===== config.mk =====
export PLATFORM = sky130hd
export DESIGN_NAME = mod_div_unit
export DESIGN_NICKNAME = d
export VERILOG_FILES = /design/src/rtl/mod_div_unit.sv
export SDC_FILE = /design/constraint.sdc
export NUM_CORES = 1
export LEC_CHECK = 0
export CAP_MARGIN = 20
export CORE_MARGIN = 1.5
export CORE_UTILIZATION = 36
export DETAILED_ROUTE_END_ITERATION = 10
export DONT_BUFFER_PORTS = 1
export GPL_ROUTABILITY_DRIVEN = 1
export PLACE_DENSITY = 0.54
export SKIP_LAST_GASP = 1
export SLEW_MARGIN = 20
export SYNTH_ARGS = -nofsm -noshare
export SYNTH_HDL_FRONTEND = slang
export SYNTH_SLANG_ARGS = --single-unit

===== constraint.sdc =====
create_clock -name CLK -period 5.3 [get_ports CLK]
set_input_delay 0.795 -clock CLK [delete_from_list [all_inputs] [get_ports CLK]]
set_output_delay 0.795 -clock CLK [all_outputs]
set_load 0.01 [all_outputs]

===== src/rtl/mod_div_unit.sv =====
// mod_div_unit: radix-2 restoring shift-subtract divide/modulo engine.
// Fixed WIDTH-cycle latency for a non-zero divisor; one cycle for divide by zero.
// Handshake: start (accepted in IDLE or DONE), busy (RUN), done (one-cycle pulse).
// Optional feature macro: MOD_DIV_SIGNED_EN adds the op_signed port and
// signed magnitude conversion with quotient/remainder sign fix-up.
module mod_div_unit #(
    parameter int WIDTH = 32
) (
    input  logic             CLK,
    input  logic             reset,
    input  logic             start,
    input  logic [WIDTH-1:0] dividend,
    input  logic [WIDTH-1:0] divisor,
`ifdef MOD_DIV_SIGNED_EN
    input  logic             op_signed,
`endif
    output logic             busy,
    output logic             done,
    output logic [WIDTH-1:0] quotient,
    output logic [WIDTH-1:0] remainder,
    output logic             div_by_zero
);

    localparam int CW = (WIDTH > 2) ? $clog2(WIDTH) : 1;
    localparam logic [CW-1:0] LAST_ITER = CW'(WIDTH - 1);

    typedef enum logic [1:0] {
        S_IDLE,
        S_RUN,
        S_DONE
    } state_t;

    state_t state, state_nxt;

    // Datapath registers: dvd shifts dividend bits out at the top and
    // quotient bits in at the bottom, so it ends up holding the quotient.
    logic [WIDTH-1:0] dvd;
    logic [WIDTH-1:0] dsr;
    logic [WIDTH-1:0] pr;
    logic [CW-1:0]    count;
    logic             neg_q;
    logic             neg_r;

    logic             accept;
    logic             dsr_is_zero;
    logic             sgn_op;
    logic [WIDTH-1:0] dvd_mag;
    logic [WIDTH-1:0] dsr_mag;
    logic [WIDTH:0]   pr_shift;
    logic [WIDTH:0]   pr_sub;
    logic             q_bit;
    logic [WIDTH-1:0] pr_nxt;
    logic [WIDTH-1:0] q_raw;

`ifdef MOD_DIV_SIGNED_EN
    assign sgn_op = op_signed;
`else
    assign sgn_op = 1'b0;
`endif

    assign accept      = start && ((state == S_IDLE) || (state == S_DONE));
    assign dsr_is_zero = (divisor == '0);

    // Signed operands enter the array as magnitudes; MIN stays MIN, which
    // reads correctly as the unsigned magnitude 2**(WIDTH-1).
    assign dvd_mag = (sgn_op && dividend[WIDTH-1]) ? -dividend : dividend;
    assign dsr_mag = (sgn_op && divisor[WIDTH-1])  ? -divisor  : divisor;

    // One restoring step, computed WIDTH+1 bits wide so the compare and
    // subtract never overflow.
    assign pr_shift = {pr, dvd[WIDTH-1]};
    assign pr_sub   = pr_shift - {1'b0, dsr};
    assign q_bit    = (pr_shift >= {1'b0, dsr});
    assign pr_nxt   = q_bit ? pr_sub[WIDTH-1:0] : pr_shift[WIDTH-1:0];
    assign q_raw    = {dvd[WIDTH-2:0], q_bit};

    assign busy = (state == S_RUN);
    assign done = (state == S_DONE);

    // State register.
    always_ff @(posedge CLK) begin
        // NOTE: sequential state uses non-blocking assignments so every
        // register samples pre-edge values regardless of statement order.
        if (reset) begin
            state <= S_IDLE;
        end else begin
            state <= state_nxt;
        end
    end

    // Next-state logic: accept in IDLE/DONE, iterate in RUN, pulse DONE once.
    always_comb begin
        // NOTE: default assignment first so no path leaves state_nxt
        // unassigned, which would otherwise infer a latch.
        state_nxt = state;
        case (state)
            S_IDLE: begin
                if (accept) state_nxt = dsr_is_zero ? S_DONE : S_RUN;
            end
            S_RUN: begin
                if (count == LAST_ITER) state_nxt = S_DONE;
            end
            S_DONE: begin
                if (accept) state_nxt = dsr_is_zero ? S_DONE : S_RUN;
                else        state_nxt = S_IDLE;
            end
            default: state_nxt = S_IDLE;
        endcase
    end

    // Datapath: latch operands on accept, iterate in RUN, load results on
    // the final iteration (or immediately for divide by zero).
    always_ff @(posedge CLK) begin
        if (reset) begin
            dvd         <= '0;
            dsr         <= '0;
            pr          <= '0;
            count       <= '0;
            neg_q       <= 1'b0;
            neg_r       <= 1'b0;
            quotient    <= '0;
            remainder   <= '0;
            div_by_zero <= 1'b0;
        end else if (accept) begin
            dvd   <= dvd_mag;
            dsr   <= dsr_mag;
            pr    <= '0;
            count <= '0;
            neg_q <= sgn_op && (dividend[WIDTH-1] ^ divisor[WIDTH-1]);
            neg_r <= sgn_op && dividend[WIDTH-1];
            if (dsr_is_zero) begin
                // Raw dividend, no sign fix-up, for the divide-by-zero result.
                quotient    <= '1;
                remainder   <= dividend;
                div_by_zero <= 1'b1;
            end
        end else if (state == S_RUN) begin
            dvd   <= q_raw;
            pr    <= pr_nxt;
            count <= count + 1'b1;
            if (count == LAST_ITER) begin
                quotient    <= neg_q ? -q_raw  : q_raw;
                remainder   <= neg_r ? -pr_nxt : pr_nxt;
                div_by_zero <= 1'b0;
            end
        end
    end

endmodule


==> impl_metrics.ini <==
[run_status]
status = complete, no violations

[drt]
drc = 0
ant_nets = 0
viasPerCell = 5.375
drt_wl_total_microns = 25100
vias = 7412
first_pass_iters = 7
drt-initial-drc-count = 544
wl_per_cell_microns = 18.20

[setup_path]
cp.required_ns = 5.64
critPathArrivalTime_ns = 3.68
crit_type = register to register
critPathLaunchType = register
r2r_end = remainder[0]$_SDFFE_PP0P_
r2r-start = dsr[1]$_SDFFE_PP0P_
cp_max_fo = 44
end_kind = register
ff2ff_path_depth = 11
r2r_setup_slack_ns = 1.97

[clock_network]
cts_sinks = 168
hold_buffers = 0
cts_buffers = 17
cts_tree = yes
clk_pin_slew_ns = 0.07
clock_path_buffers = 2
root_buffer = clkbuf_16
post_cts_resized = 0
postCtsSetupRepairBufs = 0
cts.htree.levels = 4
clk_latency_ns = 0.43

[timing]
clock_skew_ns = 0.01503
holdWs_ns = 0.4348
min_period_ns = 3.335
grt_setup_unrepaired = false
finalSetupTns_ns = 0
finalHoldViolCount = 0
max_freq_ghz = 0.2999
finalSetupViolCount = 0
period_share_pct = 62.92
slew_headroom_pct = 40.80
final_max_slew_viol_count = 0
worstMarginPinSlew_ns = 0.8848

[yosys]
synth_area_per_cell_sq_um = 7.912
yosysTopAreaCellShare_pct = 38.54
syn-cell-area_sq_um = 8727
netlist-cell-type-count = 67
seq_area_frac_synth_pct = 38.54
synth-edff-count = 0
async_flop_share_pct = 0
yosys.area.top_type = dfxtp_1
synth-seq-cells = 168
synth_cells = 1103
synth.area.top_cells = dfxtp_1 (39%), nand2_1 (7.3%), a21oi_1 (7.1%)
synth_ff_type = dfxtp_1
syn_nets = 1205
yosysWarnings = 0

[pwr]
power_density_nw_per_um2 = 382.9
ir_drop_mv = 0.1754
finalPower_uw = 3623
leakage_uw = 0.003550

[grt]
overflow = 0
grt_pass1_wl_microns = 40300
grt_use_total_pct = 20.08
grt_pass1_vias = 7345
antenna_found_initial = 0
grt_max_degree = 130

[die]
die_w_microns = 158.7
die_area_sq_um = 25190
die_height_microns = 158.7
ios = 134
initial_core_util_pct = 36.96
core_area_sq_um = 23610
rows = 56

[cells_and_area]
utilization_pct = 40.07
final_area_sq_um = 9462
antenna_cells = 0
syn_to_final_growth_pct = 8.416
nNetsFinal = 1149
drive_gt1_share_pct = 6.698

[placed_design]
port_buffers = 0
hpwl_microns = 17750
dpl_cell_area_sq_um = 8848
gp_congestion = 0.8417

[flow_run]
max_cap_viol_count = 0

[min_path]
min_delay_path_depth = 1
hp-start = reset
hp-class = input port to register
hold_end = remainder[24]$_SDFFE_PP0P_
[synthesized netlist by cell type (all sizes together) (3+ instances only)]
master   number
a2111oi       8
a211o         8
a211oi       22
a21o         18
a21oi       126
a22oi        26
a311oi        7
a31oi        14
and2          3
and3          4
buf          23
clkbuf       60
dfxtp       168
ha           34
inv          40
mux2          4
mux2i        21
nand2       170
nand2b        4
nand3        13
nand4        10
nor2        106
nor2b         7
nor3         84
nor4         10
o2111ai       3
o211ai        3
o21a          6
o21ai        28
o21bai        4
o31ai         6
or2           4
xnor2        24
xor2          8
[power breakdown]
part           leakage (uW)  internal (uW)  total (uW)  switching [uW]
Sequential          0.00137           1310        1350            41.2
Clock              0.000290            762        1310             550
Combinational       0.00189            359         956             597
[worst max-delay path, stage by stage, from the launching register on]
cell and delay [ns]:
dfxtp_1 0.40, inv_1 0.07, ha_1 0.30, nor2b_1 0.15
o2111ai_1 0.26, a21oi_2 0.14, o2111ai_4 0.34, a21oi_4 0.15
nor2_8 0.64, mux2i_1 0.33, nand2_1 0.13, a311oi_1 0.31
[stage by stage]
stage	instances	setup slack [ns]
after CTS	1379	1.957
after global routing	1379	1.708
after floorplan	1103	2.643
final	1379	1.965
after detailed placement	1347	1.568
after global placement	1347	1.659
[metal layers]
layer  vias up  global-route usage, %  wire length, microns
li1       3784                      -                     -
met4         0                  5.498                   376
met2       162                  34.35                 12210
met1      3445                  24.77                 11230
met3        21                  5.251                  1273
met5         -                      0                     0
[final cells by class]
| cell class | instances | area, sq um |
|---|---|---|
| Sequential cell | 168 | 3363 |
| Tap cell | 319 | 399.1 |
| Clock buffer | 20 | 446.7 |
| Clock inverter | 12 | 163.9 |
| Timing Repair Buffer | 8 | 60.06 |
| Fill cell | 2482 | 14150 |
| Inverter | 41 | 153.9 |
| Multi-Input combinational cell | 811 | 4875 |
[cells in the final DEF (no fill, tap or decap), types with 7 or more instances in the layout]
master / instances
nand4_1: 10
buf_4: 8
nor2_1: 103
a211oi_1: 22
nand2_1: 169
dfxtp_1: 168
xor2_1: 8
clkbuf_16: 17
mux2i_1: 21
o21ai_0: 28
ha_1: 34
a22oi_1: 26
nor4_1: 10
a2111oi_2: 7
nor3_1: 83
a31oi_1: 14
a21oi_1: 123
a21o_1: 18
xnor2_1: 24
a311oi_1: 7
inv_1: 39
nand3_1: 12
a211o_1: 8
[kinds of logic (layout without fill, tap and decap cells)]
group | after synthesis | after routing | share of synthesized area (%)
simple gates | 419 | 419 | 21.16
mux | 25 | 25 | 2.925
compound gates | 300 | 300 | 23.20
buf+inv | 124 | 81 | 5.864
fa+ha+maj | 35 | 35 | 5.104
flops | 168 | 168 | 38.54
xor+xnor | 32 | 32 | 3.211
[worst max path at each step]
stage / slack [ns] / end / from
after global routing: 1.71 / remainder[1]$_SDFFE_PP0P_ / divisor[10]
after global placement: 1.66 / remainder[13]$_SDFFE_PP0P_ / divisor[10]
final: 1.97 / remainder[0]$_SDFFE_PP0P_ / dsr[1]$_SDFFE_PP0P_
after detailed placement: 1.57 / remainder[0]$_SDFFE_PP0P_ / divisor[10]
after CTS: 1.96 / remainder[0]$_SDFFE_PP0P_ / dsr[1]$_SDFFE_PP0P_
after floorplan: 2.64 / remainder[24]$_SDFFE_PP0P_ / dvd[31]$_SDFFE_PP0P_
[state kept, by name (all words and copies together) (netlist names)]
name and count:
count 5, div_by_zero 1, dsr 32, dvd 32, pr 32, quotient 32
remainder 32, state 2
No activity file was read; power rests on OpenSTA's default activity.
==> edit (config.mk and constraints unchanged) <==
Build with the macro `MOD_DIV_SIGNED_EN` defined.
--- a/src/rtl/mod_div_unit.sv
+++ b/src/rtl/mod_div_unit.sv
@@ -3,6 +3,8 @@
 // Handshake: start (accepted in IDLE or DONE), busy (RUN), done (one-cycle pulse).
 // Optional feature macro: MOD_DIV_SIGNED_EN adds the op_signed port and
 // signed magnitude conversion with quotient/remainder sign fix-up.
+`define MOD_DIV_SIGNED_EN
+
 module mod_div_unit #(
     parameter int WIDTH = 32
 ) (
Ports: changed (added op_signed); port bits go from 134 to 135. The function was not compared with the original's and may differ.
==> edit against the unedited design <==
- setup slack worse by 1.7 ns
- routed wire length increased by 67%
- worst hold slack got worse by 0.019 ns
- design area grew 34%
- clock power down 6%
- critical endpoint is now remainder[26]
- sequential cell count up 2
- largest power group is now combinational cells
- power grew 19%
- synthesized area rose by 35%
==> edit: results (changes against the unedited design) <==
- Run status: finished clean
- Worst-Margin Slew: 0.902 ns (+0.0171 ns)
- Max FO, Critical Path: 9 (-80%)
- Via density: 5.82 (+8.3%)
- Leak: 0.00444 uW (+25%)
- Syn nets: 1691 (+40%)
- First-pass GRT wire length: 64300 um (+60%)
- Share of layout cells above drive strength 1: 0.0554 (-0.0115)
- DRT Pass-1 Iters: 6 (-1)
- Gp weighted congestion: 0.940 (+12%)
- Synth Area in Compound Gates: 0.261 (+0.0291)
- First DRT Iteration DRCs: 848 (+56%)
- WL/cell: 21.3 um (+17%)
- Final Hold Slack: 0.416 ns (-0.0188 ns)
- H-Tree Depth: 4 (unchanged)
- Mux share of post-synthesis cell area: 0.0189 (-0.0103)
- Final Skew: 0.0132 ns (-0.00184 ns)
- Top post-synthesis cells by area: dfxtp_1 (29%), nor2_1 (6.9%), nand2_1 (6.3%)
- Sequential fraction of the synthesis area: 0.289 (-0.0964)
- Overall routing resource usage: 0.247 (+0.0467)
- Dpl hpwl: 31700 um (+78%)
- Psw: 1740 uW (+46%)
- Post-Synth Adder-Cell Area: 0.0421 (-0.00897)
- Post-synthesis cell type count: 75 (+12%)
- Worst VDD drop: 0.000225 V (+28%)
- Synth cell count leaders: nor2_1 (218), nand2_1 (199), dfxtp_1 (170)
- Highest clock rate: 200 MHz (-33%)
- Ys async rst share: 0 (unchanged)
- Hold_sp: reset
[edit: final timing paths]
check,cells past startpoint,to
hold reg to reg,2,dsr[31]
setup / recovery,15,remainder[26]
hold / removal,1,quotient[20]
setup reg to reg,15,remainder[26]
[edit: routing by layer]
metal / track usage / up-vias / routed length [um]
met2: 0.406 / 393 / 19200
met5: 0 / - / 0
met1: 0.326 / 5453 / 19000
met3: 0.0414 / 48 / 2680
li1: - / 5605 / -
met4: 0.0879 / 0 / 1150
[edit: critical path, stage by stage (launching register included)]
cell      delay, ns
dfxtp_1        0.36
ha_1           0.46
nand3_1        0.17
o21bai_1       0.26
a211oi_1       0.51
o311ai_2       0.16
nand3_2        0.18
mux2i_1        0.32
ha_1           0.26
and2_1         0.14
o311ai_0       0.22
o41a_1         0.41
or3_4          0.38
or4_4          0.46
or4_1          0.48
a31oi_1        0.16
[edit: power by group through the flow]
stage               clock [uW]  combinational, uW  sequential (uW)
floorplan                    0               1160             1420
global placement             0               1610             1440
detailed placement           0               1610             1440
CTS                       1260               1620             1410
global route              1310               1780             1420
finish                    1230               1650             1410
[edit: per-stage QoR]
step	utilization	cells	instance area [um^2]
3_3_place_gp	0.375	1943	12100
5_1_grt	0.392	1975	12700
4_1_cts	0.392	1975	12700
2_1_floorplan	-	1584	11800
3_5_place_dp	0.375	1943	12100
6_report	0.392	1975	12700
[edit: area by class of cell]
| class | instances | area, um^2 |
|---|---|---|
| Tap cell | 442 | 553 |
| Sequential cell | 170 | 3400 |
| Inverter | 53 | 199 |
| Clock inverter | 9 | 77.6 |
| Multi-Input combinational cell | 1253 | 7790 |
| Clock buffer | 23 | 478 |
| Fill cell | 3452 | 19700 |
| Timing Repair Buffer | 25 | 200 |
[edit: kinds of logic after synthesis]
family	count (synthesis)
compound gates	442
xor+xnor	133
fa+ha+maj	39
buf+inv	161
flops	170
mux	22
simple gates	617
